$ cat src/rtl/des_pkg.sv
// Shared types for the DES block collector: block type, serialiser states
// and the per-byte odd-parity helper.
package des_pkg;

  localparam int DES_BLOCK_W = 64;

  typedef logic [DES_BLOCK_W-1:0] des_block_t;

  typedef enum logic [0:0] {
    COL_IDLE  = 1'b0,
    COL_SHIFT = 1'b1
  } col_state_t;

  // Bit i is the odd-parity bit of byte i, where byte 0 is the most significant byte.
  function automatic logic [7:0] odd_parity_bytes(input des_block_t d);
    logic [7:0] p;
    p = 8'h00;
    for (int i = 0; i < 8; i++) begin
      p[i] = ~^d[DES_BLOCK_W-1-8*i -: 8];
    end
    return p;
  endfunction

endpackage

$ cat src/rtl/des_sync_fifo.sv
// Synchronous FIFO of 64-bit DES blocks with first-word fall-through read.
// An extra count bit separates full from empty; pointers wrap modulo DEPTH.
module des_sync_fifo
  import des_pkg::*;
#(
  parameter int DEPTH = 4
) (
  input  logic       clk,
  input  logic       nrst,
  input  logic       i_push,
  input  des_block_t i_data,
  input  logic       i_pop,
  output des_block_t o_data,
  output logic       o_full,
  output logic       o_empty
);

  localparam int AW = $clog2(DEPTH);
  localparam logic [AW:0] FULL_CNT = (AW+1)'(DEPTH);

  des_block_t     r_mem [DEPTH];
  logic [AW-1:0]  r_wr_ptr;
  logic [AW-1:0]  r_rd_ptr;
  logic [AW:0]    r_count;
  logic           w_do_pop;
  logic           w_do_push;

  // A push at full is only legal when the same edge frees a slot.
  assign w_do_pop  = i_pop & ~o_empty;
  assign w_do_push = i_push & (~o_full | w_do_pop);

  assign o_full  = (r_count == FULL_CNT);
  assign o_empty = (r_count == '0);
  assign o_data  = r_mem[r_rd_ptr];

  always_ff @(posedge clk) begin
    if (w_do_push) begin
      r_mem[r_wr_ptr] <= i_data;
    end
  end

  always_ff @(posedge clk or negedge nrst) begin
    if (!nrst) begin
      r_wr_ptr <= '0;
      r_rd_ptr <= '0;
      r_count  <= '0;
    end else begin
      if (w_do_push) r_wr_ptr <= r_wr_ptr + 1'b1;
      if (w_do_pop)  r_rd_ptr <= r_rd_ptr + 1'b1;
      case ({w_do_push, w_do_pop})
        2'b10:   r_count <= r_count + 1'b1;
        2'b01:   r_count <= r_count - 1'b1;
        default: r_count <= r_count;
      endcase
    end
  end

endmodule

$ cat src/rtl/des_block_collector.sv
// Buffers DES output blocks and serialises them MSB chunk first on a valid/ready stream.
// Optional per-byte odd parity on the output word with DES_COLLECTOR_PARITY_EN.
module des_block_collector
  import des_pkg::*;
#(
  parameter int FIFO_DEPTH = 4,
  parameter int OUT_WIDTH  = 8
) (
  input  logic                   clk,
  input  logic                   nrst,
  input  logic                   i_blk_valid,
  input  des_block_t             i_blk_data,
  output logic                   o_out_valid,
  input  logic                   i_out_ready,
`ifdef DES_COLLECTOR_PARITY_EN
  output logic [OUT_WIDTH+OUT_WIDTH/8-1:0] o_out_data,
  output logic [OUT_WIDTH/8-1:0] o_out_parity,
`else
  output logic [OUT_WIDTH-1:0]   o_out_data,
`endif
  output logic                   o_out_last,
  output logic                   o_fifo_full,
  output logic                   o_overflow,
  input  logic                   i_clear_ovf,
  output logic                   o_busy
);

  localparam int NBEATS = DES_BLOCK_W / OUT_WIDTH;
  localparam int BW     = (NBEATS > 1) ? $clog2(NBEATS) : 1;
  localparam logic [BW-1:0] LAST_BEAT = BW'(NBEATS - 1);

  col_state_t    r_state;
  des_block_t    r_shift;
  logic [BW-1:0] r_beat;
  logic          r_out_valid;
  logic          r_out_last;
  logic          r_overflow;

  des_block_t    w_fifo_data;
  logic          w_fifo_full;
  logic          w_fifo_empty;
  logic          w_hs;
  logic          w_pop;
  logic          w_push;

  assign w_hs   = r_out_valid & i_out_ready;
  // Refill from the FIFO when idle or on the last-beat handshake, so blocks stream back to back.
  assign w_pop  = ~w_fifo_empty & ((r_state == COL_IDLE) | (w_hs & r_out_last));
  assign w_push = i_blk_valid & (~w_fifo_full | w_pop);

  des_sync_fifo #(
    .DEPTH (FIFO_DEPTH)
  ) u_fifo (
    .clk     (clk),
    .nrst    (nrst),
    .i_push  (w_push),
    .i_data  (i_blk_data),
    .i_pop   (w_pop),
    .o_data  (w_fifo_data),
    .o_full  (w_fifo_full),
    .o_empty (w_fifo_empty)
  );

  always_ff @(posedge clk or negedge nrst) begin
    if (!nrst) begin
      r_state     <= COL_IDLE;
      r_shift     <= '0;
      r_beat      <= '0;
      r_out_valid <= 1'b0;
      r_out_last  <= 1'b0;
    end else begin
      case (r_state)
        COL_IDLE: begin
          if (w_pop) begin
            r_state     <= COL_SHIFT;
            r_shift     <= w_fifo_data;
            r_beat      <= '0;
            r_out_valid <= 1'b1;
            r_out_last  <= (NBEATS == 1);
          end
        end
        COL_SHIFT: begin
          if (w_hs) begin
            if (r_out_last) begin
              if (w_pop) begin
                r_shift     <= w_fifo_data;
                r_beat      <= '0;
                r_out_last  <= (NBEATS == 1);
              end else begin
                r_state     <= COL_IDLE;
                r_out_valid <= 1'b0;
                r_out_last  <= 1'b0;
              end
            end else begin
              r_shift    <= r_shift << OUT_WIDTH;
              r_beat     <= r_beat + 1'b1;
              r_out_last <= (r_beat == LAST_BEAT - 1'b1);
            end
          end
        end
        default: begin
          r_state     <= COL_IDLE;
          r_out_valid <= 1'b0;
          r_out_last  <= 1'b0;
        end
      endcase
    end
  end

  // A drop sets the sticky flag even if the host clears in the same cycle.
  always_ff @(posedge clk or negedge nrst) begin
    if (!nrst) begin
      r_overflow <= 1'b0;
    end else if (i_blk_valid & w_fifo_full & ~w_pop) begin
      r_overflow <= 1'b1;
    end else if (i_clear_ovf) begin
      r_overflow <= 1'b0;
    end
  end

`ifdef DES_COLLECTOR_PARITY_EN
  logic [7:0]             w_par_all;
  logic [OUT_WIDTH/8-1:0] w_parity;

  assign w_par_all    = odd_parity_bytes(r_shift);
  assign w_parity     = {(OUT_WIDTH/8){r_out_valid}} & w_par_all[OUT_WIDTH/8-1:0];
  assign o_out_data   = {r_shift[DES_BLOCK_W-1 -: OUT_WIDTH], w_parity};
  assign o_out_parity = w_parity;
`else
  assign o_out_data   = r_shift[DES_BLOCK_W-1 -: OUT_WIDTH];
`endif

  assign o_out_valid = r_out_valid;
  assign o_out_last  = r_out_last;
  assign o_overflow  = r_overflow;
  assign o_fifo_full = w_fifo_full;
  assign o_busy      = ~w_fifo_empty | (r_state == COL_SHIFT);

endmodule

$ cat config.mk
export PLATFORM = sky130hd
export DESIGN_NAME = des_block_collector
export DESIGN_NICKNAME = d
export VERILOG_FILES = /design/src/rtl/des_pkg.sv /design/src/rtl/des_sync_fifo.sv /design/src/rtl/des_block_collector.sv
export SDC_FILE = /design/constraint.sdc
export NUM_CORES = 1
export LEC_CHECK = 0
export ABC_AREA = 1
export ABC_CLOCK_PERIOD_IN_PS = 10250
export CORE_MARGIN = 2
export CORE_UTILIZATION = 40
export DETAILED_ROUTE_END_ITERATION = 8
export GPL_ROUTABILITY_DRIVEN = 1
export SYNTH_ARGS = -nofsm -noshare
export SYNTH_HDL_FRONTEND = slang
export SYNTH_SLANG_ARGS = --single-unit
$ cat constraint.sdc
create_clock -name clk -period 10.25 [get_ports clk]
set_input_delay 2.05 -clock clk [delete_from_list [all_inputs] [get_ports clk]]
set_output_delay 2.05 -clock clk [all_outputs]
set_load 0.05 [all_outputs]
==> run summary <==
Die area: 37800 um^2
Post-route DRC: 3
CP max FO: 37
Placed Area: 15600 um^2
Leak pwr: 7.19 nW
Slew Viols, Final: 0
Gr usage total: 17.5%
Crit path DAT: 4.85 ns
CP endpoint kind: flip-flop
Fillers: 3242
Status: complete, but fails checks
Overflow after GRT: 0
H-tree depth: 2
Number of flops mapped to enable cells by yosys: 256
Net Count, Synth: 1517
IO Pins: 82
Final Routed Wirelength: 32700 um
CTS root buffer: clkbuf_16
Critical Path Source Type: input pin
CTS tree: built
Pre-CTS setup slack: 4.95 ns
Setup CP Type: input pin to flip-flop
Slowest stage cell, crit path: nor2_4
DR iter-0 viols: 779
Avg Inst Size Synth: 10.1 um^2
Fin crit period: 4.71 ns
RSZ-0062 raised after global routing: false
Failing checks: design-rule violations
VDD IR-drop max: 0.000120 V
Tcrit/Tclk final: 45.9%
Die Height: 194 um
Starting Density: 40.7%
CP max stage delay: 0.77 ns
Area Overhead vs Synth: 15.5%
Netlist cell types: 25
Share of power burned in combinational logic: 29.3%
Post-CTS resize count: 0
Switch Pwr: 1.69 mW
Mapped Cells: 1440
Core area: 35700 um^2
Final Hold Vio Count: 0
HPWL after DPL: 18400 um
R2R depth: 7
Most used flip-flop cell after synthesis: edfxtp_1
Routed via count: 9777
Final ANT Viol Nets: 0
PortBufs: 81
First-pass GRT wire length: 52900 um
WL/cell: 16.6 um
#FFs+latches synth: 334
Ant diodes: 0
Layout cells sized above 1: 5.54%
Number of global-route vias before repair: 9614
Crit path launch: i_out_ready
Worst EP required: 10.39 ns
Syn. warnings: 0
Max Cap Viol: 0
Final setup violation count: 0
Slew HR: 21.3%
Slew @ Worst Pin: 1.18 ns
Clock slew at reported path FFs: 0.06 ns
Reg2Reg Setup Slack: 6.90 ns
Hold Buf Count CTS: 0
Average vias per placed instance: 4.94
Fmax: 212 MHz
Worst R2R End: u_fifo.r_mem[0][49]
Reg-to-Reg Start: r_state
Hold WC Path Type: flip-flop to flip-flop
Post-synth ARST share: 23.4%
Post-CTS setup buffer count: 0
Initial antenna violation count: 0
Setup slack after layout: 5.54 ns
Worst Hold Path Cells: 1
Pwr per Cell Area: 279 nW/um^2
Sw Share: 36.1%
Nets: 1567
Worst setup endpoint: u_fifo.r_mem[0][49]
Worst Clk Skew: 0.0128 ns
Horiz. Die Dim: 194 um
Max Root-Sink Buffers: 3
Site Rows: 69
Iteration count of the initial detailed-routing pass: 7
Num CTS Buffers: 37
Mapped cell area: 14500 um^2
RD Place Congestion: 0.749
Setup TNS: 0 ns
CTS Sinks: 334
Sequential power share: 43.6%
Fin area: 16800 um^2
Clock Power Share: 27.1%
Int Pwr: 2.98 mW
Clock latency on the worst-skew pair: 0.51 ns
Crit path cell chain: clkdlybuf4s50_1 > nand2_2 > nand2_4 > nand2_4 > nand2_1 > nand2_2 > nor2_4 > buf_4
Sequential fraction of the synthesis area: 66.5%
Pin count of the biggest net entering global routing: 98
synth_stat cells, types with 4 or more instances:
library cell  number  share of area [%]
a21oi_1           48                1.7
buf_1              6               0.16
buf_2             32                1.1
buf_4             17               0.88
clkbuf_1          24               0.62
dfrtp_1           78                 13
edfxtp_1         256                 53
ha_1               7               0.60
inv_1            228                5.9
nand2_1          415                 11
nand2_2            4               0.17
nand3_1          138                4.8
nand4_1           24                1.0
nor2_1            29               0.75
o21ai_0          109                3.8
o22ai_1            8               0.35
xor2_1             4               0.24
state kept, by name, summed over array words and instances (netlist names):
name and cells:
u_fifo.r_rd_ptr 2, r_beat 3, o_overflow 1, u_fifo.r_count 3, o_out_last 1, r_shift 64, o_out_valid 1, u_fifo.r_mem 256
r_state 1, u_fifo.r_wr_ptr 2
per-layer routing:
metal	GRT usage [%]	vias up	part of all wire, %
met5	0	-	0
met4	4.39	0	1.8
met3	2.97	40	4.4
met2	28.1	215	46
met1	24.9	4733	48
li1	-	4789	-
how the worst min path moves through the flow:
stage	endpoint	start	slack [ns]
after floorplan	u_fifo.r_count[1]	u_fifo.r_count[1]	0.45
after global placement	u_fifo.r_count[1]	u_fifo.r_count[1]	0.47
after detailed placement	u_fifo.r_count[1]	u_fifo.r_count[1]	0.48
after CTS	u_fifo.r_count[0]	u_fifo.r_count[0]	0.50
after global routing	u_fifo.r_count[0]	u_fifo.r_count[0]	0.51
final	u_fifo.r_count[0]	u_fifo.r_count[0]	0.50
area by class of cell:
| cell class | instances | area (um^2) | area share [%] |
|---|---|---|---|
| sequential | 334 | 9650 | 57.6 |
| multi-input combinational | 794 | 3610 | 21.5 |
| clock buffer | 51 | 1060 | 6.34 |
| timing repair buffer | 92 | 891 | 5.32 |
| inverter | 231 | 867 | 5.18 |
| tap | 461 | 577 | 3.44 |
| clock inverter | 15 | 104 | 0.620 |
kinds of logic (layout without fill, tap and decap cells):
logic type | Yosys count | in the layout | synth area share [%]
flops | 334 | 334 | 66.5
xor+xnor | 5 | 5 | 0.302
fa+ha+maj | 8 | 8 | 0.742
compound gates | 166 | 166 | 5.81
simple gates | 615 | 615 | 17.8
buf+inv | 312 | 389 | 8.89
worst max-delay path: cells and delay by family:
kind | cells | cell delay (ns)
and+or+nand+nor | 6 | 1.61
buffers and inverters | 2 | 1.16
per-stage QoR:
step                      utilization, %  hold WS (ns)  total power [mW]  cells
final                               47.0         0.503              4.67   1978
after global routing                47.0         0.510              4.97   1978
after CTS                           47.0         0.501              4.72   1978
after detailed placement            43.7         0.476              3.44   1912
after global placement              43.7         0.468              3.42   1912
after floorplan                        -         0.450              3.02   1440
power groups by stage:
| stage | logic (mW) | clock network [mW] | registers, mW |
|---|---|---|---|
| floorplan | 1.04 | 0 | 1.98 |
| detailed placement | 1.39 | 0 | 2.06 |
| CTS | 1.39 | 1.29 | 2.03 |
| global placement | 1.37 | 0 | 2.05 |
| global route | 1.56 | 1.34 | 2.07 |
| finish | 1.37 | 1.27 | 2.04 |
layout by cell type, fill, tap and decap left out, types with 12 or more instances in the layout:
cell type	instances
nand4_1	24
a21oi_1	48
buf_4	12
clkdlybuf4s50_1	80
nand2_1	415
clkbuf_16	40
o21ai_0	109
nand3_1	138
edfxtp_1	256
nor2_1	24
dfrtp_1	76
inv_1	227
No activity file was read; power rests on OpenSTA's default activity.
